**src/rtl/midside_pkg.sv**
```systemverilog
// midside_pkg: shared mode/state types and lane helpers for the mid-side mode sequencer.
package midside_pkg;

  typedef enum logic [1:0] {
    MS_BYPASS = 2'd0,
    MS_ENCODE = 2'd1,
    MS_DECODE = 2'd2
  } ms_mode_e;

  typedef enum logic [2:0] {
    ST_RUN,
    ST_FADE_OUT,
    ST_DRAIN,
    ST_SWITCH,
    ST_FADE_IN
  } seq_state_e;

  typedef struct packed {
    logic signed [15:0] l;
    logic signed [15:0] r;
  } lanes_t;

  function automatic lanes_t split_lanes(input logic [31:0] d);
    return lanes_t'(d);
  endfunction

  // The register block has no encoding for 3; treat it as bypass.
  function automatic ms_mode_e coerce_mode(input logic [1:0] m);
    return (m == 2'd3) ? MS_BYPASS : ms_mode_e'(m);
  endfunction

endpackage

```
**src/rtl/midside_gain_lane.sv**
```systemverilog
// midside_gain_lane: one signed 16-bit lane scaled by k / 2^RAMP_LOG2 with floor rounding.
module midside_gain_lane #(
  parameter int RAMP_LOG2 = 6
) (
  input  logic signed [15:0]       i_x,
  input  logic        [RAMP_LOG2:0] i_k,
  output logic signed [15:0]       o_y
);

  logic signed [16+RAMP_LOG2:0] w_x;
  logic signed [16+RAMP_LOG2:0] w_k;
  logic signed [16+RAMP_LOG2:0] w_prod;

  assign w_x    = {{(RAMP_LOG2+1){i_x[15]}}, i_x};
  assign w_k    = {16'd0, i_k};
  assign w_prod = w_x * w_k;
  // k never exceeds 2^RAMP_LOG2, so the shifted product always fits 16 bits.
  assign o_y    = 16'(w_prod >>> RAMP_LOG2);

endmodule

```
**src/rtl/midside_mode_sequencer.sv**
```systemverilog
// midside_mode_sequencer: owns the mid-side core mode and makes every mode change
// click-free by fading out, draining the core, switching, then fading back in.
module midside_mode_sequencer
  import midside_pkg::*;
#(
  parameter int RAMP_LOG2 = 6,
  parameter int PIPE_LAT  = 2
) (
  input  logic        aclk,
  input  logic        aresetn,
  input  logic [1:0]  mode_req,
  input  logic        mode_req_valid,
  output logic        mode_req_ready,
  output logic [1:0]  mode_active,
  output logic        busy,
  input  logic [31:0] s_axis_tdata,
  input  logic        s_axis_tvalid,
  output logic        s_axis_tready,
  input  logic        s_axis_tlast,
  output logic [31:0] m_axis_tdata,
  output logic        m_axis_tvalid,
  input  logic        m_axis_tready,
  output logic        m_axis_tlast
);

  localparam int KW = RAMP_LOG2 + 1;
  localparam int CW = (PIPE_LAT > 1) ? $clog2(PIPE_LAT) : 1;
  localparam logic [KW-1:0] K_FULL   = KW'(1 << RAMP_LOG2);
  localparam logic [KW-1:0] K_TOP    = KW'((1 << RAMP_LOG2) - 1);
  localparam logic [CW-1:0] CNT_LAST = CW'(PIPE_LAT - 1);

  seq_state_e    r_state, w_state_nxt;
  ms_mode_e      r_mode, w_mode_nxt;
  ms_mode_e      r_pending, w_pending_nxt;
  logic [KW-1:0] r_k, w_k_nxt;
  logic [CW-1:0] r_cnt, w_cnt_nxt;
  logic          r_tvalid;
  logic [31:0]   r_tdata;
  logic          r_tlast;

  lanes_t         w_in;
  ms_mode_e       w_req_mode;
  logic signed [15:0] w_l, w_r;
  logic           w_load;
  logic           w_accept;

  assign w_in       = split_lanes(s_axis_tdata);
  assign w_req_mode = coerce_mode(mode_req);
  assign w_load     = !r_tvalid || m_axis_tready;
  assign w_accept   = s_axis_tvalid && s_axis_tready;

  assign s_axis_tready  = w_load && !(r_state inside {ST_DRAIN, ST_SWITCH});
  assign mode_req_ready = r_state == ST_RUN;
  assign busy           = r_state != ST_RUN;
  assign mode_active    = r_mode;
  assign m_axis_tdata   = r_tdata;
  assign m_axis_tvalid  = r_tvalid;
  assign m_axis_tlast   = r_tlast;

  midside_gain_lane #(.RAMP_LOG2(RAMP_LOG2)) u_gain_l (
    .i_x (w_in.l),
    .i_k (r_k),
    .o_y (w_l)
  );

  midside_gain_lane #(.RAMP_LOG2(RAMP_LOG2)) u_gain_r (
    .i_x (w_in.r),
    .i_k (r_k),
    .o_y (w_r)
  );

  always_comb begin
    w_state_nxt   = r_state;
    w_mode_nxt    = r_mode;
    w_pending_nxt = r_pending;
    w_k_nxt       = r_k;
    w_cnt_nxt     = r_cnt;
    unique case (r_state)
      ST_RUN: begin
        // A beat accepted alongside the request still uses full gain from r_k.
        if (mode_req_valid && w_req_mode != r_mode) begin
          w_pending_nxt = w_req_mode;
          w_k_nxt       = K_TOP;
          w_state_nxt   = ST_FADE_OUT;
        end
      end
      ST_FADE_OUT: begin
        if (w_accept) begin
          if (r_k == '0) begin
            w_cnt_nxt   = '0;
            w_state_nxt = ST_DRAIN;
          end else begin
            w_k_nxt = r_k - KW'(1);
          end
        end
      end
      ST_DRAIN: begin
        // Core flush time only starts once our own output register is empty.
        if (!r_tvalid) begin
          if (r_cnt == CNT_LAST) w_state_nxt = ST_SWITCH;
          else w_cnt_nxt = r_cnt + CW'(1);
        end
      end
      ST_SWITCH: begin
        w_mode_nxt  = r_pending;
        w_k_nxt     = KW'(1);
        w_state_nxt = ST_FADE_IN;
      end
      ST_FADE_IN: begin
        if (w_accept) begin
          if (r_k == K_TOP) begin
            w_k_nxt     = K_FULL;
            w_state_nxt = ST_RUN;
          end else begin
            w_k_nxt = r_k + KW'(1);
          end
        end
      end
      default: w_state_nxt = ST_RUN;
    endcase
  end

  always_ff @(posedge aclk or negedge aresetn) begin
    if (!aresetn) begin
      r_state   <= ST_RUN;
      r_mode    <= MS_BYPASS;
      r_pending <= MS_BYPASS;
      r_k       <= K_FULL;
      r_cnt     <= '0;
      r_tvalid  <= 1'b0;
      r_tdata   <= '0;
      r_tlast   <= 1'b0;
    end else begin
      r_state   <= w_state_nxt;
      r_mode    <= w_mode_nxt;
      r_pending <= w_pending_nxt;
      r_k       <= w_k_nxt;
      r_cnt     <= w_cnt_nxt;
      if (w_load) begin
        r_tvalid <= w_accept;
        if (w_accept) begin
          r_tdata <= {w_l, w_r};
          r_tlast <= s_axis_tlast;
        end
      end
    end
  end

endmodule

```
**config.mk**
```make
export PLATFORM = sky130hd
export DESIGN_NAME = midside_mode_sequencer
export DESIGN_NICKNAME = d
export VERILOG_FILES = /design/src/rtl/midside_pkg.sv /design/src/rtl/midside_gain_lane.sv /design/src/rtl/midside_mode_sequencer.sv
export SDC_FILE = /design/constraint.sdc
export NUM_CORES = 1
export LEC_CHECK = 0
export BUFFER_PORTS_ARGS = -buffer_cell sky130_fd_sc_hd__buf_2
export CORE_UTILIZATION = 45
export CTS_BUF_LIST = sky130_fd_sc_hd__clkbuf_4 sky130_fd_sc_hd__clkbuf_8 sky130_fd_sc_hd__clkbuf_16
export CTS_CLUSTER_SIZE = 10
export DETAILED_ROUTE_END_ITERATION = 8
export PLACE_DENSITY = 0.63
export SETUP_SLACK_MARGIN = 0.1
export SLEW_MARGIN = 0
export SYNTH_ARGS = -nofsm -noshare
export SYNTH_HDL_FRONTEND = slang
export SYNTH_SLANG_ARGS = --single-unit
```
**constraint.sdc**
```tcl
create_clock -name aclk -period 7.9 [get_ports aclk]
set_clock_uncertainty 0.05 [all_clocks]
set_input_delay 0.395 -clock aclk [delete_from_list [all_inputs] [get_ports aclk]]
set_output_delay 0.395 -clock aclk [all_outputs]
set_load 0.02 [all_outputs]
```
* After elaboration in Yosys (flattened, before gate mapping)
Index checks and enable logic that the tools add are counted.
Widths: inputs -> output; s select.
** Cells by class
- Reductions and logical operators :: 17
- Equality and inequality tests :: 15
- Mux-type cells :: 20
- Multiply operators :: 2
- $add $sub $neg :: 3
** Operator list (number)
- $mul 16x8->22 :: 2
- $mux 7 :: 5
- $pmux 7 s4 :: 1
- $mux 3 :: 7
- $pmux 3 s5 :: 1
- $ne 2x2->1 const B :: 7
- $add 7x1->7 const B :: 1
- $eq 7x6->1 const B :: 1
- $logic_not 7->1 :: 1
- $reduce_and 7->1 :: 1
- $sub 7x1->7 const B :: 1
- $eq 3x2->1 const B :: 2
- $reduce_and 5->1 :: 1
- $mux 1 :: 4
- $reduce_and 2->1 :: 2
- $reduce_and 4->1 :: 1
- $reduce_bool 2->1 :: 2
- $reduce_bool 4->1 :: 1
- $eq 3x1->1 const B :: 1
- $eq 3x3->1 const B :: 1
- $logic_and 1x1->1 :: 3
- $logic_not 3->1 :: 1
- $reduce_bool 3->1 :: 1
- $eq 2x2->1 const B :: 1
- other kinds (7) :: 8
** Storage, ports and cells
- Flip-flop bits (word level) :: 49
- Input bits :: 40

* Longest topological paths before layout
- Depth after elaboration :: 7
- Depth in mapped cells :: 18
- Gate-level depth less buffers :: 16

* Hierarchy
A second synthesis with hierarchy kept.
** Unflattened totals
- Cells, all modules :: 1064
- Area, all modules :: 9863.2 µm²
** Modules (own cells, without submodules)
- midside_gain_lane (u_gain_l) :: cells each 456, area each 3890.0 µm², instances 1
- midside_gain_lane (u_gain_r) :: cells each 411, area each 3646.0 µm², instances 1
- midside_mode_sequencer :: cells each 197, area each 2327.2 µm², instances 1

* Worst setup path before layout
Ideal clock, no wire load.
- Path type :: register to register
- From :: register r_k[2]
- To :: register r_tdata[13] (netlist: m_axis_tdata[13])
- Path slack :: 3.034 ns
- Required time :: 7.719 ns
- Cell stages (with the launch flop) :: 18
- Period minus slack after synthesis :: 4.866 ns
- Arrival :: 4.684 ns
- Setup time :: 0.131 ns
- Path through :: dfrtp_1 > clkbuf_1 > clkbuf_1 > nand2_1 > fa_1 > inv_1 > fa_1 > fa_1 > inv_1 > fa_1 > inv_1 > ha_1 > a21o_1 > a211oi_1 > inv_1 > a31oi_4 > nor4_1 > or3_1
** Between the ends
- Longest elaborated chain between the ends :: 1
** RTL lines
- start, declared :: line midside_mode_sequencer.sv:35 : logic [KW-1:0] r_k, w_k_nxt;
- start signal, assigned :: line midside_mode_sequencer.sv:137 : r_k <= w_k_nxt;
- $mul 16x8->22 :: line midside_gain_lane.sv:16 : assign w_prod = w_x * w_k;
- end signal, assigned :: line midside_mode_sequencer.sv:142 : r_tdata <= {w_l, w_r};
- end, declared :: line midside_mode_sequencer.sv:38 : logic [31:0] r_tdata;
No other way between the ends.
A chain may end at the register's enable or synchronous reset.

* Final worst setup path
Ends and elaborated chain as after synthesis.

==> run metrics <==
H-tree levels 2; Resized cells post-CTS 0; Final #Nets 1459; data required time of the critical path 8.03 ns; Area growth, synth to finish 8.01%; commonest non-fill, non-tap cell in the layout inv_1; ranking of synthesized cells by area fa_1 32%, dfrtp_1 12%, ha_1 11%; WL/cell 14.3 um; Max Freq 0.189 GHz; Final Hold Fails 0; area share of the largest cell type after synthesis 32.3%; DP Wirelength 16.6 mm; crit path cell chain buf_4 > nand2_1 > fa_1 > inv_1 > fa_1 > fa_1 > inv_1 > fa_1 > inv_1 > ha_1 > a21o_1 > a211oi_1 > inv_1 > a31oi_4 > nor4_1 > or3_1; DR vias/cell 5.15; fin. max-slew vios 0; Syn Nets 1404; first-pass GRT wire length 36.6 mm; GRT overflow 0; FF+latch area 0.00123 mm^2; multiplexer share of the synthesized area 0.341%; Skew-Pair Late Insertion Delay 0.30 ns; Crit-path slowest cell dfrtp_1; Core Region 0.0213 mm^2; Setup Viol. Count Final 0; Main synth FF type dfrtp_1; antenna-violating nets left 0; antenna violations before repair 0; headroom to the max-slew limit 50.9%; clock slew at reported path FFs 0.07 ns; ys async rst share 100%; outcome finished clean; Critical Path Start Type flop; worst min-delay path category input port to asynchronous set/reset pin; routed via count 7465; Yosys warning count 0; row cnt 53; post-route design area 0.0107 mm^2; Util after Layout 50.3%; post-synthesis compound-gate area fraction 10.8%; max incr delay on CP 0.66 ns; number of diodes 0; Critical Path AT 5.43 ns; Bufs and invs on worst path 5; Post-Synth XOR/XNOR Area 3.62%; most frequent cells in the layout 224 x inv_1, 164 x and2_1, 160 x fa_1, 115 x nand2_1, 85 x ha_1; Die Area 0.0226 mm^2; first drt pass iteration count 5; Port Buf Inserts 78; Least-Margin Pin Slew 0.732 ns; Clock Path Buffers 2; Fin Setup TNS 0 ns; starting density of the core 46.6%; Synth Area in Adders 43.0%; post-CTS setup buffer count 0; IO Pins 79; Synth area leader fa_1; final worst path period need 5.30 ns; final worst slack 2.60 ns; CTS tree yes; Post-Place Setup Slack 2.61 ns; Synth Instances 1119; Die Wd 150 um; gr usage total 20.4%; Placement Cell Area 0.0106 mm^2; DR iter-0 viols 270; Yosys reg bits 49; post-synth cell types 71; crit path kind flop to flop; Routed WL 20.7 mm; number of enable flip-flop cells after synthesis 0; share of cells above drive strength 1 9.80%; Avg Inst Size Synth 8.86 um^2; multi-input logic area 0.00770 mm^2; Cell Area, Synth 0.00992 mm^2; crit path capture type flop; Num CTS Buffers 5; vias in the first global route 7607; RSZ-0062 raised after global routing false; Post-Synth Simple-Gate Area 19.7%; Post-route DRC 0; Die Y-Extent 150 um; part of the cycle the worst path needs 67.1%; Max Cap Violations 0; clk sink count 49; largest family of logic cells by synthesized area adder cells; fill cell count 2014; Routability Congestion 0.834; Seq/Total Area, Yosys 12.4%; Crit path max-delay family adder cells; maximum fanout along the worst path 25; Root Buffer clkbuf_16; cts hold-fix bufs 0; largest net degree at the start of global routing 50
## stage by stage
stage                     std cells  hold slack [ns]
after global routing           1449            0.245
after floorplan                1119           0.0494
final                          1449            0.166
after global placement         1442            0.404
after CTS                      1449            0.200
after detailed placement       1442            0.415
## worst paths after layout
path,startpoint,to,slack (ns),depth (start not counted)
max in group asynchronous,aresetn,m_axis_tdata[12]$_DFFE_PN0P_,7.17,2
max,r_k[2]$_DFFE_PN0P_,m_axis_tdata[13]$_DFFE_PN0P_,2.60,16
min reg2reg,m_axis_tdata[11]$_DFFE_PN0P_,m_axis_tdata[11]$_DFFE_PN0P_,0.42,2
min in group aclk,s_axis_tlast,m_axis_tlast$_DFFE_PN0P_,0.23,3
min,aresetn,m_axis_tdata[16]$_DFFE_PN0P_,0.17,2
max reg2reg,r_k[2]$_DFFE_PN0P_,m_axis_tdata[13]$_DFFE_PN0P_,2.60,16
## flip-flops by register name (all words and copies together) (netlist names)
register / count
m_axis_tdata: 32
r_k: 7
r_state: 3
mode_active: 2
r_pending: 2
m_axis_tlast: 1
m_axis_tvalid: 1
r_cnt: 1
## metal layers
layer	vias up	track usage, %	share of wire, %	wire, um
met4	0	4.09	1.1	228
li1	3617	-	-	-
met2	116	34.4	49	10200
met5	-	0	0	0
met3	11	2.27	3.3	688
met1	3721	28.3	46	9610
## cell type report
class,count,area share [%]
Clock buffer,7,1.37
Inverter,224,7.85
Multi-Input combinational cell,807,71.8
Sequential cell,49,11.5
Tap cell,275,3.21
Timing Repair Buffer,87,4.27
## synthesized netlist by cell type, drive strengths merged, types with 3 or more instances
library cell,n
nand2b,8
nand4,3
nand2,115
o21bai,3
a211oi,3
clkbuf,31
o31ai,10
o21ai,51
and4,4
a21oi,24
or3,4
o211ai,4
xnor2,30
a21o,10
nor3,13
mux2,3
a31oi,4
nor2,21
o21a,8
xor2,11
nor2b,4
a221o,4
o311ai,3
nor4,3
buf,8
nand3,13
fa,160
dfrtp,48
ha,85
o211a,3
and2,164
nand4b,3
inv,224
## kinds of logic (layout without fill, tap and decap cells)
kind of cell	after synthesis	count (layout)
AND/OR/NAND/NOR	366	366
buffers and inverters	263	318
adder cells (fa/ha/maj)	245	245
AO/OA/AOI/OAI	152	152
flip-flops	49	49
XOR/XNOR	41	41
multiplexers	3	3
## worst reg2reg max path: cells and delay by family (launching register included)
family | cells | cell delay [ns]
buffers and inverters | 5 | 0.66
adder cells (fa/ha/maj) | 5 | 2.36
AND/OR/NAND/NOR | 3 | 0.59
flip-flops | 1 | 0.66
AO/OA/AOI/OAI | 3 | 0.87
Power is not shown: default switching activity piles up to over one toggle a cycle in this logic, so the estimate is an artifact.
